--- src/rtl/align_monitor_fco_mc_pkg.sv ---
// Shared types and helpers for the multi-lane FCO alignment monitor.
`timescale 1ns/1ps
package align_mon_pkg;

    typedef enum logic [1:0] {
        IDLE   = 2'd0,
        ACQ    = 2'd1,
        LOCKED = 2'd2,
        HOLD   = 2'd3
    } lane_state_t;

    // Increment v, holding at the all-ones value of a w-bit field.
    function automatic logic [31:0] sat_inc(input logic [31:0] v, input int unsigned w);
        logic [31:0] max_v;
        max_v = (w >= 32) ? 32'hFFFF_FFFF : ((32'd1 << w) - 32'd1);
        return (v >= max_v) ? max_v : (v + 32'd1);
    endfunction

    // Zero selects the default; the result never drops below min_v.
    function automatic logic [31:0] cfg_eff(input logic [31:0] cfg, input logic [31:0] dflt,
                                            input logic [31:0] min_v);
        logic [31:0] sel;
        sel = (cfg == 32'd0) ? dflt : cfg;
        return (sel < min_v) ? min_v : sel;
    endfunction

endpackage

--- src/rtl/align_monitor_fco_mc_if.sv ---
// Frontend stream in, per-lane alignment status out.
`timescale 1ns/1ps
interface align_monitor_fco_mc_if #(
    parameter int NUM_CH = 4,
    parameter int ERR_W  = 16
) ();
    logic [NUM_CH-1:0]       fco_in;
    logic                    word_valid;
    logic [NUM_CH-1:0]       aligned;
    logic [NUM_CH-1:0]       align_pulse;
    logic [NUM_CH-1:0]       align_err_pulse;
    logic [2*NUM_CH-1:0]     lane_state;
    logic [ERR_W*NUM_CH-1:0] err_count;
    logic                    all_aligned;

    modport master (
        output fco_in, word_valid,
        input  aligned, align_pulse, align_err_pulse, lane_state, err_count, all_aligned
    );

    modport slave (
        input  fco_in, word_valid,
        output aligned, align_pulse, align_err_pulse, lane_state, err_count, all_aligned
    );
endinterface

--- src/rtl/align_monitor_fco_mc_lane.sv ---
// One FCO lane: edge detect, valid-word counter, lock FSM, error counter.
//   state  | meaning
//   IDLE   | waiting for the first FCO rising edge
//   ACQ    | counting consecutive good frames toward lock
//   LOCKED | aligned, last frame good
//   HOLD   | aligned, absorbing consecutive bad frames before unlock
`timescale 1ns/1ps
module align_monitor_fco_lane
    import align_mon_pkg::*;
#(
    parameter int PERIOD_W = 8,
    parameter int ERR_W    = 16
) (
    input  logic                dco_clk,
    input  logic                rst_n,
    input  logic                fco,
    input  logic                word_valid,
    input  logic [PERIOD_W-1:0] period_eff,
    input  logic [7:0]          lock_n_eff,
    input  logic [7:0]          unlock_m_eff,
    input  logic                clr_err,
    output logic                aligned,
    output logic                aligned_nxt,
    output logic                align_pulse,
    output logic                align_err_pulse,
    output logic [1:0]          state,
    output logic [ERR_W-1:0]    err_count
);
    localparam int CNT_W = PERIOD_W + 1;

    lane_state_t      state_q, state_d;
    logic [CNT_W-1:0] words_q, words_d, nw;
    logic [7:0]       good_q, good_d, bad_q, bad_d;
    logic [ERR_W-1:0] err_q, err_d;
    logic             fco_d_q;
    logic             aligned_q, aligned_d;
    logic             align_pulse_q, align_pulse_d;
    logic             align_err_pulse_q, align_err_pulse_d;
    logic             rise, hit, good_frm, bad_frm, timeout, err_evt;

    // Classify the current valid word: good frame, bad frame or missing-edge timeout.
    always_comb begin
        rise     = fco & ~fco_d_q;
        nw       = (&words_q) ? words_q : (words_q + CNT_W'(1));
        hit      = (nw == {1'b0, period_eff});
        good_frm = word_valid & rise & hit & (state_q != IDLE);
        bad_frm  = word_valid & rise & ~hit & (state_q != IDLE);
        timeout  = word_valid & ~rise & (nw == {period_eff, 1'b0}) &
                   ((state_q == LOCKED) || (state_q == HOLD));
        err_evt  = bad_frm | timeout;
    end

    // Next-state, streak counters, pulses and error counter.
    always_comb begin
        state_d           = state_q;
        words_d           = words_q;
        good_d            = good_q;
        bad_d             = bad_q;
        aligned_d         = aligned_q;
        align_pulse_d     = good_frm;
        align_err_pulse_d = err_evt;

        if (word_valid) begin
            if (state_q == IDLE) begin
                words_d = '0;
                if (rise) begin
                    state_d = ACQ;
                    good_d  = '0;
                end
            end else if (rise || timeout) begin
                words_d = '0;
            end else begin
                words_d = nw;
            end
        end

        case (state_q)
            ACQ: begin
                if (good_frm) begin
                    good_d = 8'(sat_inc(32'(good_q), 8));
                    if (({1'b0, good_q} + 9'd1) >= {1'b0, lock_n_eff}) begin
                        state_d   = LOCKED;
                        aligned_d = 1'b1;
                    end
                end else if (bad_frm) begin
                    good_d = '0;
                end
            end
            LOCKED: begin
                if (good_frm) begin
                    bad_d = '0;
                end else if (err_evt) begin
                    bad_d = 8'd1;
                    if (unlock_m_eff == 8'd1) begin
                        state_d   = ACQ;
                        aligned_d = 1'b0;
                        good_d    = '0;
                    end else begin
                        state_d = HOLD;
                    end
                end
            end
            HOLD: begin
                if (good_frm) begin
                    state_d = LOCKED;
                    bad_d   = '0;
                end else if (err_evt) begin
                    bad_d = 8'(sat_inc(32'(bad_q), 8));
                    if (({1'b0, bad_q} + 9'd1) >= {1'b0, unlock_m_eff}) begin
                        state_d   = ACQ;
                        aligned_d = 1'b0;
                        good_d    = '0;
                    end
                end
            end
            default: ;
        endcase

        // A clear in the same cycle as an error wins; the pulse above still fires.
        if (clr_err) begin
            err_d = '0;
        end else if (err_evt) begin
            err_d = ERR_W'(sat_inc(32'(err_q), ERR_W));
        end else begin
            err_d = err_q;
        end
    end

    // Lane state registers.
    always_ff @(posedge dco_clk or negedge rst_n) begin
        if (!rst_n) begin
            state_q           <= IDLE;
            words_q           <= '0;
            good_q            <= '0;
            bad_q             <= '0;
            err_q             <= '0;
            fco_d_q           <= 1'b0;
            aligned_q         <= 1'b0;
            align_pulse_q     <= 1'b0;
            align_err_pulse_q <= 1'b0;
        end else begin
            state_q           <= state_d;
            words_q           <= words_d;
            good_q            <= good_d;
            bad_q             <= bad_d;
            err_q             <= err_d;
            fco_d_q           <= fco;
            aligned_q         <= aligned_d;
            align_pulse_q     <= align_pulse_d;
            align_err_pulse_q <= align_err_pulse_d;
        end
    end

    assign aligned         = aligned_q;
    assign aligned_nxt     = aligned_d;
    assign align_pulse     = align_pulse_q;
    assign align_err_pulse = align_err_pulse_q;
    assign state           = state_q;
    assign err_count       = err_q;
endmodule

--- src/rtl/align_monitor_fco_mc.sv ---
// Multi-lane FCO alignment monitor: effective config, lane array, all_aligned.
`timescale 1ns/1ps
module align_monitor_fco_mc
    import align_mon_pkg::*;
#(
    parameter int NUM_CH             = 4,
    parameter int PERIOD_W           = 8,
    parameter int EXPECT_PERIOD_DFLT = 16,
    parameter int LOCK_N_DFLT        = 16,
    parameter int UNLOCK_M_DFLT      = 4,
    parameter int ERR_W              = 16
) (
    input  logic                  dco_clk,
    input  logic                  rst_n,
    align_monitor_fco_mc_if.slave bus,
    input  logic [PERIOD_W-1:0]   period_cfg,
    input  logic [7:0]            lock_n_cfg,
    input  logic [7:0]            unlock_m_cfg,
    input  logic                  clr_err
);
    logic [PERIOD_W-1:0]     period_eff;
    logic [7:0]              lock_n_eff, unlock_m_eff;
    logic [NUM_CH-1:0]       aligned_w, aligned_nxt, pulse_w, err_pulse_w;
    logic [2*NUM_CH-1:0]     state_w;
    logic [ERR_W*NUM_CH-1:0] err_w;
    logic                    all_aligned_q, all_aligned_d;

    // Live effective configuration; lanes pick it up at their next frame evaluation.
    always_comb begin
        period_eff   = PERIOD_W'(cfg_eff(32'(period_cfg), 32'(EXPECT_PERIOD_DFLT), 32'd2));
        lock_n_eff   = 8'(cfg_eff(32'(lock_n_cfg), 32'(LOCK_N_DFLT), 32'd1));
        unlock_m_eff = 8'(cfg_eff(32'(unlock_m_cfg), 32'(UNLOCK_M_DFLT), 32'd1));
    end

    for (genvar i = 0; i < NUM_CH; i++) begin : g_lane
        align_monitor_fco_lane #(
            .PERIOD_W (PERIOD_W),
            .ERR_W    (ERR_W)
        ) u_lane (
            .dco_clk         (dco_clk),
            .rst_n           (rst_n),
            .fco             (bus.fco_in[i]),
            .word_valid      (bus.word_valid),
            .period_eff      (period_eff),
            .lock_n_eff      (lock_n_eff),
            .unlock_m_eff    (unlock_m_eff),
            .clr_err         (clr_err),
            .aligned         (aligned_w[i]),
            .aligned_nxt     (aligned_nxt[i]),
            .align_pulse     (pulse_w[i]),
            .align_err_pulse (err_pulse_w[i]),
            .state           (state_w[2*i +: 2]),
            .err_count       (err_w[i*ERR_W +: ERR_W])
        );
    end

    // all_aligned follows the lanes' next aligned value so it moves on the same edge.
    always_comb begin
        all_aligned_d = &aligned_nxt;
    end

    // all_aligned register.
    always_ff @(posedge dco_clk or negedge rst_n) begin
        if (!rst_n) begin
            all_aligned_q <= 1'b0;
        end else begin
            all_aligned_q <= all_aligned_d;
        end
    end

    assign bus.aligned         = aligned_w;
    assign bus.align_pulse     = pulse_w;
    assign bus.align_err_pulse = err_pulse_w;
    assign bus.lane_state      = state_w;
    assign bus.err_count       = err_w;
    assign bus.all_aligned     = all_aligned_q;
endmodule

--- src/flat_wrapper.sv ---
// flat-port wrapper written by rule: the top's interface ports become plain ports
module align_monitor_fco_mc_flat import align_mon_pkg::*;
#(
    parameter int NUM_CH             = 4,
    parameter int PERIOD_W           = 8,
    parameter int EXPECT_PERIOD_DFLT = 16,
    parameter int LOCK_N_DFLT        = 16,
    parameter int UNLOCK_M_DFLT      = 4,
    parameter int ERR_W              = 16
)
  (dco_clk, rst_n, period_cfg, lock_n_cfg, unlock_m_cfg, clr_err, bus_fco_in, bus_word_valid, bus_aligned, bus_align_pulse, bus_align_err_pulse, bus_lane_state, bus_err_count, bus_all_aligned);
  align_monitor_fco_mc_if #(.NUM_CH(NUM_CH), .ERR_W(ERR_W)) bus_i ();
  input  logic dco_clk;
  input  logic rst_n;
  input  logic [PERIOD_W-1:0] period_cfg;
  input  logic [7:0] lock_n_cfg;
  input  logic [7:0] unlock_m_cfg;
  input  logic clr_err;
  input wire logic [$bits(bus_i.fco_in)-1:0] bus_fco_in;
  input wire logic [$bits(bus_i.word_valid)-1:0] bus_word_valid;
  output wire logic [$bits(bus_i.aligned)-1:0] bus_aligned;
  output wire logic [$bits(bus_i.align_pulse)-1:0] bus_align_pulse;
  output wire logic [$bits(bus_i.align_err_pulse)-1:0] bus_align_err_pulse;
  output wire logic [$bits(bus_i.lane_state)-1:0] bus_lane_state;
  output wire logic [$bits(bus_i.err_count)-1:0] bus_err_count;
  output wire logic [$bits(bus_i.all_aligned)-1:0] bus_all_aligned;
  assign bus_i.fco_in = bus_fco_in;
  assign bus_i.word_valid = bus_word_valid;
  assign bus_aligned = bus_i.aligned;
  assign bus_align_pulse = bus_i.align_pulse;
  assign bus_align_err_pulse = bus_i.align_err_pulse;
  assign bus_lane_state = bus_i.lane_state;
  assign bus_err_count = bus_i.err_count;
  assign bus_all_aligned = bus_i.all_aligned;
  align_monitor_fco_mc #(.NUM_CH(NUM_CH), .PERIOD_W(PERIOD_W), .EXPECT_PERIOD_DFLT(EXPECT_PERIOD_DFLT), .LOCK_N_DFLT(LOCK_N_DFLT), .UNLOCK_M_DFLT(UNLOCK_M_DFLT), .ERR_W(ERR_W)) u_core (.dco_clk(dco_clk), .rst_n(rst_n), .bus(bus_i), .period_cfg(period_cfg), .lock_n_cfg(lock_n_cfg), .unlock_m_cfg(unlock_m_cfg), .clr_err(clr_err));
endmodule
--- config.mk ---
export PLATFORM = sky130hd
export DESIGN_NAME = align_monitor_fco_mc_flat
export DESIGN_NICKNAME = d
export VERILOG_FILES = /design/src/rtl/align_monitor_fco_mc_pkg.sv /design/src/rtl/align_monitor_fco_mc_if.sv /design/src/rtl/align_monitor_fco_mc_lane.sv /design/src/rtl/align_monitor_fco_mc.sv /design/src/flat_wrapper.sv
export SDC_FILE = /design/constraint.sdc
export NUM_CORES = 1
export LEC_CHECK = 0
export BUFFER_PORTS_ARGS = -buffer_cell sky130_fd_sc_hd__buf_4
export CELL_PAD_IN_SITES_DETAIL_PLACEMENT = 1
export CELL_PAD_IN_SITES_GLOBAL_PLACEMENT = 2
export CORE_MARGIN = 8
export CORE_UTILIZATION = 37
export CTS_CLUSTER_DIAMETER = 40
export DETAILED_ROUTE_END_ITERATION = 12
export GPL_TIMING_DRIVEN = 0
export PLACE_DENSITY = 0.78
export SKIP_CTS_REPAIR_TIMING = 1
export SYNTH_ARGS = -nofsm -noshare
export SYNTH_HDL_FRONTEND = slang
export SYNTH_SLANG_ARGS = --single-unit
--- constraint.sdc ---
create_clock -name dco_clk -period 4.5 [get_ports dco_clk]
set_input_delay 0.9 -clock dco_clk [delete_from_list [all_inputs] [get_ports dco_clk]]
set_output_delay 0.9 -clock dco_clk [all_outputs]
set_load 0.05 [all_outputs]
==> impl_metrics.tcl, run 1 <==
set metrics [dict create \
    status "finished, final reports clean" \
    end_kind "flip-flop" \
    gp_congestion 0.844 \
    dieArea_um2 46000 \
    hold_violations 0 \
    dpl.hpwl_um 38500 \
    cts_tree "done" \
    synth_fa_ha_area_share_pct 6.86 \
    ios 117 \
    tns_ns 0 \
    post-synth-top-count-cell "dfrtp_1" \
    crit_top_cell "clkbuf_1" \
    wl_um 51600 \
    overflow 0 \
    max_freq_mhz 236 \
    synth.area.top_cells "dfrtp_1 32%, ha_1 6.9%, a21oi_1 4.5%, nor2_1 3.9%, o21ai_0 3.7%" \
    yosysTopAreaCell "dfrtp_1" \
    synth_area_um2 14600 \
    critPathArrivalTime_ns 4.62 \
    ys_seq_elements 189 \
    synthCells 1773 \
    synth_top_area_share_pct 32.4 \
    whs_ns 0.296 \
    muxShareOfSynthArea_pct 1.62 \
    r2r_end "u_core.g_lane[1].u_lane.good_q[2]" \
    grt_pass1_wl_um 83100 \
    critical-path-max-stage-delay_ns 0.52 \
    path_class "flip-flop to flip-flop" \
    power_w 0.00498 \
    synth_edf_count 0 \
    synth_compound_area_share_pct 24.1 \
    synthArstFlopShare_pct 100 \
    synth_top_family_by_area "simple AND/OR/NAND/NOR gates" \
    synth_xor_area_share_pct 5.53 \
    period_needed_ns 4.24 \
    r2r-start "u_core.g_lane[1].u_lane.words_q[1]" \
    grt_usage_pct 22.2 \
    die_w_um 215 \
    ys_seq_area_share_pct 32.4 \
    synth_nets 1885 \
    cp_max_fo 10 \
    drc 0 \
    avgSynthCellArea_um2 8.23 \
    cts_buffers 17 \
    synthFlopType "dfrtp_1" \
    antenna_cells 0 \
    clk_path_buf_depth 2 \
    cts.sinks 189 \
    yosys.area_share.simple_pct 24.2 \
    netlist_top_cells_count "189 x dfrtp_1, 150 x nor2_1, 132 x nand2_1" \
    cp.depth 12 \
    crit_path_start_kind "flip-flop" \
    yosys_warnings 0 \
    irDropWorstVdd_mv 0.272 \
    reg2regPathDepth 12 \
    area_delta_synth_final_pct 15.2 \
    maxSlewViolCount 0 \
    hold_class "input port to asynchronous set/reset pin" \
    portBuffers 113 \
    ff2ff_setup_slack_ns 0.26 \
    grt_setup_unrepaired "yes" \
    first_global_vias 14544 \
    cp_cell_sequence "ha_1 > nand3_1 > clkbuf_1 > or3_1 > a32oi_1 > o2111ai_1 > nor4_4 > nand2b_1 > o31a_1 > clkbuf_1 > nor2_1 > nor4_1" \
    drt-vias-per-instance 5.89 \
    maxCapViolCount 0 \
    p_per_area_nw_per_um2 296 \
    cp_top_family "simple AND/OR/NAND/NOR gates" \
    drive_above_1_share_pct 11.3 \
    worst-path-buf-inv 2 \
    worstSkewPairLatency_ns 0.50 \
    drt_iter0_drc 944 \
    grt_antenna_before_repair 0 \
    fp.dieH_um 215 \
    start_util_pct 37.6 \
    wl_per_cell_um 21.1 \
    firstDrtPassIters 5 \
    required_ns 4.89 \
    cpMaxStageDelayCell "nor4_4" \
    setup_violations 0 \
    power.leakage_nw 7.46 \
    rows 72 \
    grt_max_degree 76 \
    core_um2 38800 \
    h-tree-depth 4 \
    tightest_slew_ns 1.08 \
    nets 2021 \
    finalClockSkew_ns 0.0143 \
    vias 14373 \
    clockRootBuffer "clkbuf_16" \
    antenna_left 0 \
    synth_cell_type_count 88 \
    path_clk_slew_ns 0.08 \
    slew_headroom_pct 27.1 \
    fin_crit_sh_pct 94.1 \
]
cell families after synthesis:
group	count (synthesis)
AOI/OAI and AO/OA	528
adders and majority gates	80
DFF	189
and+or+nand+nor	681
xor gates and xnor gates	89
muxes	23
buffers and inverters	183
through the flow:
stage	util, %	setup slack, ns	instance area, um2	cells
after floorplan	-	0.604	14600	1773
after global placement	41.4	-0.725	16100	2404
after detailed placement	41.6	-0.729	16200	2407
after CTS	43.1	-0.532	16700	2439
after global routing	43.3	-0.0281	16800	2440
final	43.3	0.263	16800	2440
worst max-delay path by stage:
stage,slack [ns],to,startpoint
after detailed placement,-0.73,u_core.g_lane[1].u_lane.good_q[2],period_cfg[2]
after CTS,-0.53,u_core.g_lane[1].u_lane.good_q[2],u_core.g_lane[1].u_lane.words_q[1]
after floorplan,0.60,u_core.g_lane[2].u_lane.good_q[1],period_cfg[5]
after global routing,-0.03,u_core.g_lane[1].u_lane.good_q[2],u_core.g_lane[1].u_lane.words_q[1]
final,0.26,u_core.g_lane[1].u_lane.good_q[2],u_core.g_lane[1].u_lane.words_q[1]
after global placement,-0.72,u_core.g_lane[3].u_lane.good_q[4],period_cfg[6]
flip-flops by register name, summed over array words and instances, names as in the netlist:
name and flops:
u_core.bus.all_aligned 1, u_core.g_lane.u_lane.align_err_pulse 4, u_core.g_lane.u_lane.align_pulse 4, u_core.g_lane.u_lane.aligned 4, u_core.g_lane.u_lane.bad_q 32, u_core.g_lane.u_lane.err_count 64
u_core.g_lane.u_lane.fco_d_q 4, u_core.g_lane.u_lane.good_q 32, u_core.g_lane.u_lane.state 8, u_core.g_lane.u_lane.words_q 36
cell usage in the layout (no fill, tap or decap), types with 7 or more instances in the layout:
master and count:
o2111ai_1 7, a21o_1 28, nand4_1 30, nand2_1 132, inv_1 56, buf_4 130
nor2_1 149, a41oi_1 9, xor2_1 41, a31o_2 7, a211oi_1 35, clkbuf_16 17
a31oi_1 45, nor3_1 45, o31ai_1 14, nor2b_1 15, buf_2 7, o22a_1 9
o21ai_0 107, o211ai_1 16, a21oi_1 131, nand3_1 92, or3_1 16, xnor2_1 46
a311oi_1 17, dfrtp_1 189, and4_1 19, o21a_1 15, and3_1 73, clkbuf_1 94
or2_2 8, ha_1 80, nand2b_1 23, nor4_1 11, mux2i_1 18, and2_1 25
per-layer routing:
metal,share of wire [%],vias to the layer above,GRT usage (%)
li1,-,6849,-
met1,48,7203,30.4
met2,46,269,35.3
met3,4.4,52,4.23
met4,1.7,0,6.08
met5,0,-,0
final cells by class:
type | instances | area [um2]
Clock inverter | 14 | 150
Fill cell | 4746 | 22000
Sequential cell | 189 | 4730
Multi-Input combinational cell | 1401 | 9130
Inverter | 57 | 214
Buffer | 125 | 559
Clock buffer | 18 | 439
Tap cell | 518 | 648
Timing Repair Buffer | 118 | 933
power by group:
| group | internal (W) | switching (W) |
|---|---|---|
| combinational | 0.000537 | 0.000839 |
| sequential | 0.00182 | 0.000174 |
| clock | 0.000799 | 0.000803 |
Note: power is estimated with default switching activity, not from simulation.
==> run 2, diff against run 1 <==
--- a/config.mk
+++ b/config.mk
@@ -6,7 +6,7 @@
 export NUM_CORES = 1
 export LEC_CHECK = 0
 export BUFFER_PORTS_ARGS = -buffer_cell sky130_fd_sc_hd__buf_4
-export CELL_PAD_IN_SITES_DETAIL_PLACEMENT = 1
+export CELL_PAD_IN_SITES_DETAIL_PLACEMENT = 0
 export CELL_PAD_IN_SITES_GLOBAL_PLACEMENT = 2
 export CORE_MARGIN = 8
 export CORE_UTILIZATION = 37
==> impl_metrics.tcl, run 2 (same netlist as run 1, synthesis figures left out) <==
set metrics [dict create \
    drive_above_1_share_pct 11.3 \
    clk_path_buf_depth 2 \
    gp_congestion 0.844 \
    nets 2020 \
    required_ns 4.82 \
    multiInputGateArea_um2 9120 \
    wl_per_cell_um 19.8 \
    path_clk_slew_ns 0.08 \
    crit_path_start_kind "input port" \
    instances_no_fill 2439 \
    maxSlewViolCount 0 \
    grt_pass1_wl_um 77100 \
    status "finished, final reports clean" \
    portBuffers 113 \
    grt_usage_pct 20.6 \
    tightest_slew_ns 1.26 \
    cpMaxStageDelayCell "o31ai_1" \
    drc 0 \
    grt_max_degree 76 \
    worst-path-buf-inv 3 \
    antenna_left 0 \
    grt_setup_unrepaired "no" \
    dpl.hpwl_um 35800 \
    firstDrtPassIters 5 \
    largest_register_ffs 64 \
    first_global_vias 13487 \
    critical-path-max-stage-delay_ns 0.72 \
    p_per_area_nw_per_um2 292 \
    ff_latch_area_um2 4730 \
    slew_headroom_pct 15.3 \
    hold_class "input port to asynchronous set/reset pin" \
    cp.depth 12 \
    use_met3_pct 4.25 \
    fin_area_um2 16800 \
    die_w_um 215 \
    worst_slack_ns 0.166 \
    cp_max_fo 10 \
    grt_antenna_before_repair 1 \
    met2_usage_pct 31.6 \
    path_class "input port to flip-flop" \
    area_delta_synth_final_pct 15.1 \
    fin_crit_sh_pct 96.3 \
    irDropWorstVdd_mv 0.286 \
    utilization_pct 43.2 \
    clockRootBuffer "clkbuf_16" \
    met1_usage_pct 29.0 \
    start_util_pct 37.6 \
    dieArea_um2 46000 \
    cp_top_family "compound AO/OA/AOI/OAI gates" \
    fillCellCount 3950 \
    ios 117 \
    hold_violations 0 \
    end_kind "flip-flop" \
    maxCapViolCount 0 \
    placed_cells 2407 \
    mostFrequentLayoutCells "189 x dfrtp_1, 149 x nor2_1, 132 x nand2_1" \
    vias 14012 \
    place_area_um2 16200 \
    max_freq_mhz 231 \
    wl_um 48300 \
    drt-vias-per-instance 5.74 \
    rows 72 \
    critPathArrivalTime_ns 4.65 \
    antenna_cells 0 \
    cts.sinks 189 \
    cp_cell_sequence "clkbuf_1 > or2_2 > clkbuf_1 > o31ai_1 > nand3_1 > a222oi_1 > o211ai_1 > o22ai_1 > clkbuf_1 > nand4_1 > mux2i_1 > nor2_1" \
    h-tree-depth 4 \
    cts_tree "done" \
    worstSkewPairLatency_ns 0.46 \
    power.leakage_nw 7.45 \
    overflow 0 \
    final_common_cell "dfrtp_1" \
    reg2regPathDepth 13 \
    cts_buffers 17 \
    period_needed_ns 4.33 \
    pre_cts_ws_ns -0.665 \
    grt.busiest_layer "met2" \
    crit_top_cell "clkbuf_1" \
    setup_violations 0 \
    tns_ns 0 \
    core_um2 38800 \
    drt_iter0_drc 1023 \
    finalClockSkew_ns 0.0136 \
    fp.dieH_um 215 \
]
## run 2: stage by stage
stage | hold WS, ns | power (W)
final | 0.307 | 0.00491
after CTS | 0.308 | 0.00496
after global placement | 0.517 | 0.00333
after global routing | 0.316 | 0.00521
after floorplan | 0.472 | 0.00294
after detailed placement | 0.516 | 0.00336
## run 2: layout make-up
type / instances / area share [%]
multi-input combinational: 1401 / 54.4
sequential: 189 / 28.2
timing repair buffer: 116 / 5.47
tap: 518 / 3.86
buffer: 126 / 3.35
clock buffer: 20 / 2.78
inverter: 57 / 1.27
clock inverter: 12 / 0.716
## run 2: final timing paths
kind | start | to | slack (ns)
max | period_cfg[6] | u_core.g_lane[0].u_lane.err_count[14] | 0.17
min | rst_n | u_core.g_lane[2].u_lane.words_q[5] | 0.31
max reg2reg | u_core.g_lane[3].u_lane.words_q[0] | u_core.g_lane[3].u_lane.err_count[15] | 0.27
min reg2reg | u_core.g_lane[3].u_lane.bad_q[1] | u_core.g_lane[3].u_lane.bad_q[1] | 0.54
max in group asynchronous | rst_n | u_core.g_lane[1].u_lane.err_count[12] | 3.08
min in group dco_clk | u_core.g_lane[3].u_lane.bad_q[1] | u_core.g_lane[3].u_lane.bad_q[1] | 0.54
## run 2: layer usage
layer | up-vias | part of all wire (%)
met5 | - | 0
met4 | 0 | 1.8
met3 | 49 | 5.6
met2 | 340 | 44
met1 | 6772 | 48
li1 | 6851 | -
## run 2: worst register-to-register path: stages, from the launching register on
cell and delay (ns):
dfrtp_1 0.51, ha_1 0.19, clkbuf_1 0.32, nand4_1 0.44, or4b_2 0.75, nand3_1 0.10, nand4_1 0.12, nor4_2 0.55
nor2_2 0.19, inv_1 0.27, buf_2 0.28, nand4b_1 0.15, mux2i_1 0.19, nor2_1 0.05
## run 2: report_power, final
| group | total [W] | switching (W) | internal, W |
|---|---|---|---|
| Sequential | 0.00199 | 0.000170 | 0.00182 |
| Clock | 0.00157 | 0.000789 | 0.000780 |
| Combinational | 0.00134 | 0.000807 | 0.000535 |
